**src/rtl/lmem_pkg.sv**
```systemverilog
// Shared constants for the layer-memory arbiter: owner encoding, layer selects
// and default bus widths.
package lmem_pkg;

    localparam int LMEM_AW = 12;
    localparam int LMEM_DW = 20;
    localparam int LMEM_SW = 3;

    typedef logic [1:0] owner_t;

    localparam owner_t OWN_NONE = 2'd0;
    localparam owner_t OWN_R0   = 2'd1;
    localparam owner_t OWN_R1   = 2'd2;

    localparam logic [LMEM_SW-1:0] CSEL_L0 = 3'b001;
    localparam logic [LMEM_SW-1:0] CSEL_L1 = 3'b011;

endpackage

```
**src/rtl/lmem_rr_pick.sv**
```systemverilog
// Combinational round-robin chooser: the requester after 'last' is tried
// first, then the other one; nobody requesting yields OWN_NONE.
module lmem_rr_pick
    import lmem_pkg::*;
(
    input  logic [1:0] req,
    input  owner_t     last,
    output owner_t     pick
);

    always_comb begin
        pick = OWN_NONE;
        if (last == OWN_R0) begin
            if (req[1])      pick = OWN_R1;
            else if (req[0]) pick = OWN_R0;
        end else begin
            if (req[0])      pick = OWN_R0;
            else if (req[1]) pick = OWN_R1;
        end
    end

endmodule

```
**src/rtl/lmem_arbiter.sv**
```systemverilog
// Two-requester layer-memory arbiter (R0 = conv engine, R1 = max-pool engine).
// Optional LMEM_ARB_STATS_EN adds saturating grant/stall counters.
module lmem_arbiter
    import lmem_pkg::*;
#(
    parameter int AW = LMEM_AW,
    parameter int DW = LMEM_DW,
    parameter int SW = LMEM_SW
) (
    input  logic          clk,
    input  logic          reset,
    input  logic          req0,
    input  logic          req1,
    input  logic          lock0,
    input  logic          lock1,
    input  logic          we0,
    input  logic          we1,
    input  logic [SW-1:0] sel0,
    input  logic [SW-1:0] sel1,
    input  logic [AW-1:0] addr0,
    input  logic [AW-1:0] addr1,
    input  logic [DW-1:0] wdata0,
    input  logic [DW-1:0] wdata1,
    output logic          gnt0,
    output logic          gnt1,
    output logic          rvalid0,
    output logic          rvalid1,
    output logic [DW-1:0] rdata,
    output logic          cwr,
    output logic          crd,
    output logic [AW-1:0] caddr_wr,
    output logic [AW-1:0] caddr_rd,
    output logic [DW-1:0] cdata_wr,
    input  logic [DW-1:0] cdata_rd,
    output logic [SW-1:0] csel,
    output logic          busy
`ifdef LMEM_ARB_STATS_EN
    ,
    output logic [15:0]   stat_gnt0,
    output logic [15:0]   stat_gnt1,
    output logic [15:0]   stat_stall0,
    output logic [15:0]   stat_stall1
`endif
);

    // Handshake: an access is transferred in every cycle where reqN & gntN.
    // gntN depends only on the owner register and reqN. A granted read returns
    // rvalidN the following cycle with rdata; rvalidN has no back-pressure.

    owner_t owner, owner_nx, last, pick;
    logic          gnt_any;
    logic          g_we;
    logic [SW-1:0] g_sel;
    logic [AW-1:0] g_addr;
    logic [DW-1:0] g_wdata;
    logic [AW-1:0] addr_q;
    logic [DW-1:0] wdata_q;

    lmem_rr_pick u_pick (
        .req  ({req1, req0}),
        .last (last),
        .pick (pick)
    );

    // A locked owner that still requests keeps the port; otherwise round-robin.
    always_comb begin
        owner_nx = pick;
        if (owner == OWN_R0 && req0 && lock0)      owner_nx = OWN_R0;
        else if (owner == OWN_R1 && req1 && lock1) owner_nx = OWN_R1;
    end

    always_ff @(posedge clk or posedge reset) begin
        if (reset) begin
            owner <= OWN_NONE;
            last  <= OWN_R1;
        end else begin
            owner <= owner_nx;
            if (owner_nx != OWN_NONE) last <= owner_nx;
        end
    end

    assign gnt0    = (owner == OWN_R0) & req0;
    assign gnt1    = (owner == OWN_R1) & req1;
    assign gnt_any = gnt0 | gnt1;

    always_comb begin
        g_we    = we0;
        g_sel   = sel0;
        g_addr  = addr0;
        g_wdata = wdata0;
        if (gnt1) begin
            g_we    = we1;
            g_sel   = sel1;
            g_addr  = addr1;
            g_wdata = wdata1;
        end
    end

    assign cwr      = gnt_any & g_we;
    assign crd      = gnt_any & ~g_we;
    assign csel     = gnt_any ? g_sel : '0;
    assign caddr_wr = gnt_any ? g_addr : addr_q;
    assign caddr_rd = gnt_any ? g_addr : addr_q;
    assign cdata_wr = gnt_any ? g_wdata : wdata_q;

    // Address/data hold their last granted value while the port is idle.
    always_ff @(posedge clk or posedge reset) begin
        if (reset) begin
            addr_q  <= '0;
            wdata_q <= '0;
        end else if (gnt_any) begin
            addr_q  <= g_addr;
            wdata_q <= g_wdata;
        end
    end

    // cdata_rd is captured at the end of the crd cycle; the tag is the issuer.
    always_ff @(posedge clk or posedge reset) begin
        if (reset) begin
            rvalid0 <= 1'b0;
            rvalid1 <= 1'b0;
            rdata   <= '0;
        end else begin
            rvalid0 <= gnt0 & ~we0;
            rvalid1 <= gnt1 & ~we1;
            if (crd) rdata <= cdata_rd;
        end
    end

    assign busy = (owner != OWN_NONE) | rvalid0 | rvalid1;

`ifdef LMEM_ARB_STATS_EN
    always_ff @(posedge clk or posedge reset) begin
        if (reset) begin
            stat_gnt0   <= '0;
            stat_gnt1   <= '0;
            stat_stall0 <= '0;
            stat_stall1 <= '0;
        end else begin
            if (gnt0 && stat_gnt0 != 16'hFFFF) stat_gnt0 <= stat_gnt0 + 16'd1;
            if (gnt1 && stat_gnt1 != 16'hFFFF) stat_gnt1 <= stat_gnt1 + 16'd1;
            if (req0 && !gnt0 && stat_stall0 != 16'hFFFF) stat_stall0 <= stat_stall0 + 16'd1;
            if (req1 && !gnt1 && stat_stall1 != 16'hFFFF) stat_stall1 <= stat_stall1 + 16'd1;
        end
    end
`endif

endmodule

```
**config.mk**
```make
export PLATFORM = sky130hd
export DESIGN_NAME = lmem_arbiter
export DESIGN_NICKNAME = d
export VERILOG_FILES = /design/src/rtl/lmem_pkg.sv /design/src/rtl/lmem_rr_pick.sv /design/src/rtl/lmem_arbiter.sv
export SDC_FILE = /design/constraint.sdc
export NUM_CORES = 1
export LEC_CHECK = 0
export CORE_UTILIZATION = 39
export DETAILED_ROUTE_END_ITERATION = 6
export PLACE_DENSITY = 0.85
export SETUP_SLACK_MARGIN = 0.15
export SYNTH_ARGS = -nofsm -noshare
export SYNTH_HDL_FRONTEND = slang
export SYNTH_HIERARCHICAL = 1
export SYNTH_SLANG_ARGS = --single-unit
```
**constraint.sdc**
```tcl
create_clock -name clk -period 2.8 [get_ports clk]
set_input_delay 0.56 -clock clk [delete_from_list [all_inputs] [get_ports clk]]
set_output_delay 0.56 -clock clk [all_outputs]
set_load 0.005 [all_outputs]
```
==> impl_metrics.json, run 1 <==
{
  "antenna_left": 0,
  "layout.cells.most_common": "clkdlybuf4s50_1",
  "grt_overflow": 0,
  "drtIter0Drc": 51,
  "path_clk_slew_ns": 0.06,
  "clock-sinks": 58,
  "dieArea_um2": 7240,
  "rrSetupSlack_ns": 0.99,
  "max_cap_violations": 0,
  "synth_area_leaders": "dfrtp_1 (53%), a21oi_1 (12%), mux2_4 (11%), nand2_1 (4.9%), nor2_1 (4.7%)",
  "synth_top_area_cell": "dfrtp_1",
  "coreArea_um2": 6490,
  "tightest_slew_ns": 0.593,
  "grt_pass1_wl_mm": 13.5,
  "ys_seq_area_frac": 0.539,
  "vias": 2626,
  "fin_hold_ws_ns": 0.512,
  "grt_setup_unrepaired": "yes",
  "fin_setup_tns_ns": 0,
  "routed_wl_mm": 8.63,
  "dieWidth_um": 85.1,
  "cpMostUsedCell": "a21oi_1",
  "yosysTopAreaCellShare": 0.529,
  "clkLatencyLatePin_ns": 0.32,
  "cts_buffer_depth": 2,
  "path_cells": "nand3b_4 -> inv_4 -> buf_4 -> a21oi_1 -> a21oi_1 -> clkdlybuf4s50_1",
  "status": "finished, final reports clean",
  "grt_max_degree": 34,
  "synth_area_per_cell_um2": 10.2,
  "first_pass_iters": 4,
  "synthToLayoutAreaGrowth_pct": 83.9,
  "finalSetupViolCount": 0,
  "port_buffers": 171,
  "syn_inst": 263,
  "cp.arrival_ns": 2.02,
  "ys_seq_elements": 58,
  "htreeDepth": 3,
  "cts_hold_buf": 0,
  "cp_slowest_cell": "clkdlybuf4s50_1",
  "min_period_ns": 2.58,
  "initial_core_util": 0.415,
  "hp-class": "reg2reg",
  "fp.dieH_um": 85.1,
  "critPathRequiredTime_ns": 2.24,
  "layout.nets": 557,
  "antenna_found_initial": 0,
  "dp_slack_ns": -0.139,
  "route.detailed.drc": 0,
  "fmax_mhz": 388,
  "fillers": 448,
  "peakVddDrop_uv": 446,
  "slew_headroom": 0.604,
  "final_cell_mix": "clkdlybuf4s50_1 (149), dfrtp_1 (57), a21oi_1 (49), nand2_1 (35)",
  "finalClockSkew_ns": 0.00535,
  "min_period_over_period": 0.920,
  "power_mw": 3.89,
  "drv_slew": 0,
  "yosysWarningCount": 6,
  "criticalPathCategory": "reg2out",
  "post-route-util": 0.763,
  "io_pins": 172,
  "hold_viol_final": 0,
  "numCtsBuffers": 9,
  "leakage_nw": 2.31,
  "dp_hpwl_mm": 6.28,
  "track_usage": 0.242,
  "power_density_nw_per_um2": 785,
  "synth.distinct_cells": 25,
  "cp-start-kind": "register",
  "grt_pass1_vias": 2842,
  "place_congestion": 0.796,
  "fin_ws_ns": 0.223,
  "via_per_inst": 4.87,
  "wl_per_cell_um": 16.0,
  "path_max_fanout": 11,
  "root_buffer": "clkbuf_8",
  "crit_path_end_kind": "output pin",
  "rows": 29,
  "drive_above_1_share": 0.221,
  "cpPeakStageDelay_ns": 0.53,
  "diodes": 0,
  "synth_nets": 361,
  "syn_area_um2": 2690,
  "cts_tree": "yes"
}
## state kept, by name (all words and copies together), names as in the netlist
register	flops
rdata	20
wdata_q	20
addr_q	12
last	2
owner	2
rvalid0	1
rvalid1	1
## metrics by stage
stage               area [um2]  instances
floorplan                 2690        263
global placement          4600        514
detailed placement        4600        514
CTS                       4890        538
global route              4950        539
finish                    4950        539
## final timing paths
| check | from | endpoint | cells after the start |
|---|---|---|---|
| max in group asynchronous | reset | last[1] | 3 |
| worst max register to register | owner[0] | rdata[8] | 5 |
| worst max-delay path | owner[1] | cdata_wr[3] | 6 |
| min in group asynchronous | reset | rdata[12] | 2 |
| worst min register to register | wdata_q[14] | wdata_q[14] | 2 |
| worst min-delay path | wdata_q[14] | wdata_q[14] | 2 |
## logic make-up after synthesis
kind of cell    after synthesis  share of synthesized area
flops                        58                      0.539
mux                          20                      0.110
simple gates                 75                      0.124
compound gates               76                      0.154
buf+inv                      34                     0.0734
## layer usage
| layer | global-route usage | vias to the layer above | part of all wire |
|---|---|---|---|
| li1 | - | 1259 | - |
| met1 | 0.274 | 1236 | 0.40 |
| met2 | 0.435 | 113 | 0.51 |
| met3 | 0.0506 | 18 | 0.063 |
| met4 | 0.119 | 0 | 0.025 |
| met5 | 0 | - | 0 |
## synth_stat cells
master	count
mux2_1	1
nor2b_4	1
nor2_1	34
dfrtp_1	57
mux2_4	19
inv_1	3
inv_2	3
nand2b_1	1
clkbuf_1	6
o21a_1	1
or4_1	1
a22o_1	4
nand3b_4	2
a21boi_1	1
buf_4	13
nor2b_1	1
o22ai_1	1
buf_2	5
dfstp_2	1
o22a_4	1
o21ai_0	1
buf_1	2
a21oi_1	67
nand2_1	35
buf_6	2
## layout make-up
| class | count | area, um2 | share of cell area |
|---|---|---|---|
| timing repair buffer | 213 | 2070 | 0.419 |
| tap | 77 | 96.3 | 0.0194 |
| clock buffer | 11 | 151 | 0.0306 |
| multi-input combinational | 171 | 1110 | 0.224 |
| sequential | 58 | 1450 | 0.293 |
| inverter | 6 | 27.5 | 0.00556 |
| clock inverter | 3 | 40.0 | 0.00808 |
## critical path, delay by kind of cell, from the launching register on
kind / cells / cell delay, ns
simple gates: 1 / 0.20
compound gates: 2 / 0.27
flops: 1 / 0.42
buf+inv: 3 / 0.81
## timing repair
item                       in CTS  in global routing
pin swaps                       9                  2
buffers inserted               10                  1
setup endpoints to repair      49                 24
gates resized for setup        33                 16
## power by group
part           internal, mW  switching, mW  total, mW
registers              1.16          0.135       1.29
logic                  1.21          0.633       1.84
clock network         0.446          0.306      0.752
total                  2.82           1.07       3.89
(Power assumes the default switching activity.)
==> inputs of run 2 (changes only) <==
--- a/config.mk
+++ b/config.mk
@@ -9,6 +9,7 @@
 export DETAILED_ROUTE_END_ITERATION = 6
 export PLACE_DENSITY = 0.85
 export SETUP_SLACK_MARGIN = 0.15
+export SLEW_MARGIN = 15
 export SYNTH_ARGS = -nofsm -noshare
 export SYNTH_HDL_FRONTEND = slang
 export SYNTH_HIERARCHICAL = 1
==> results of run 2 <==
The final DEF is identical to that of run 1; final timing and power are the same.
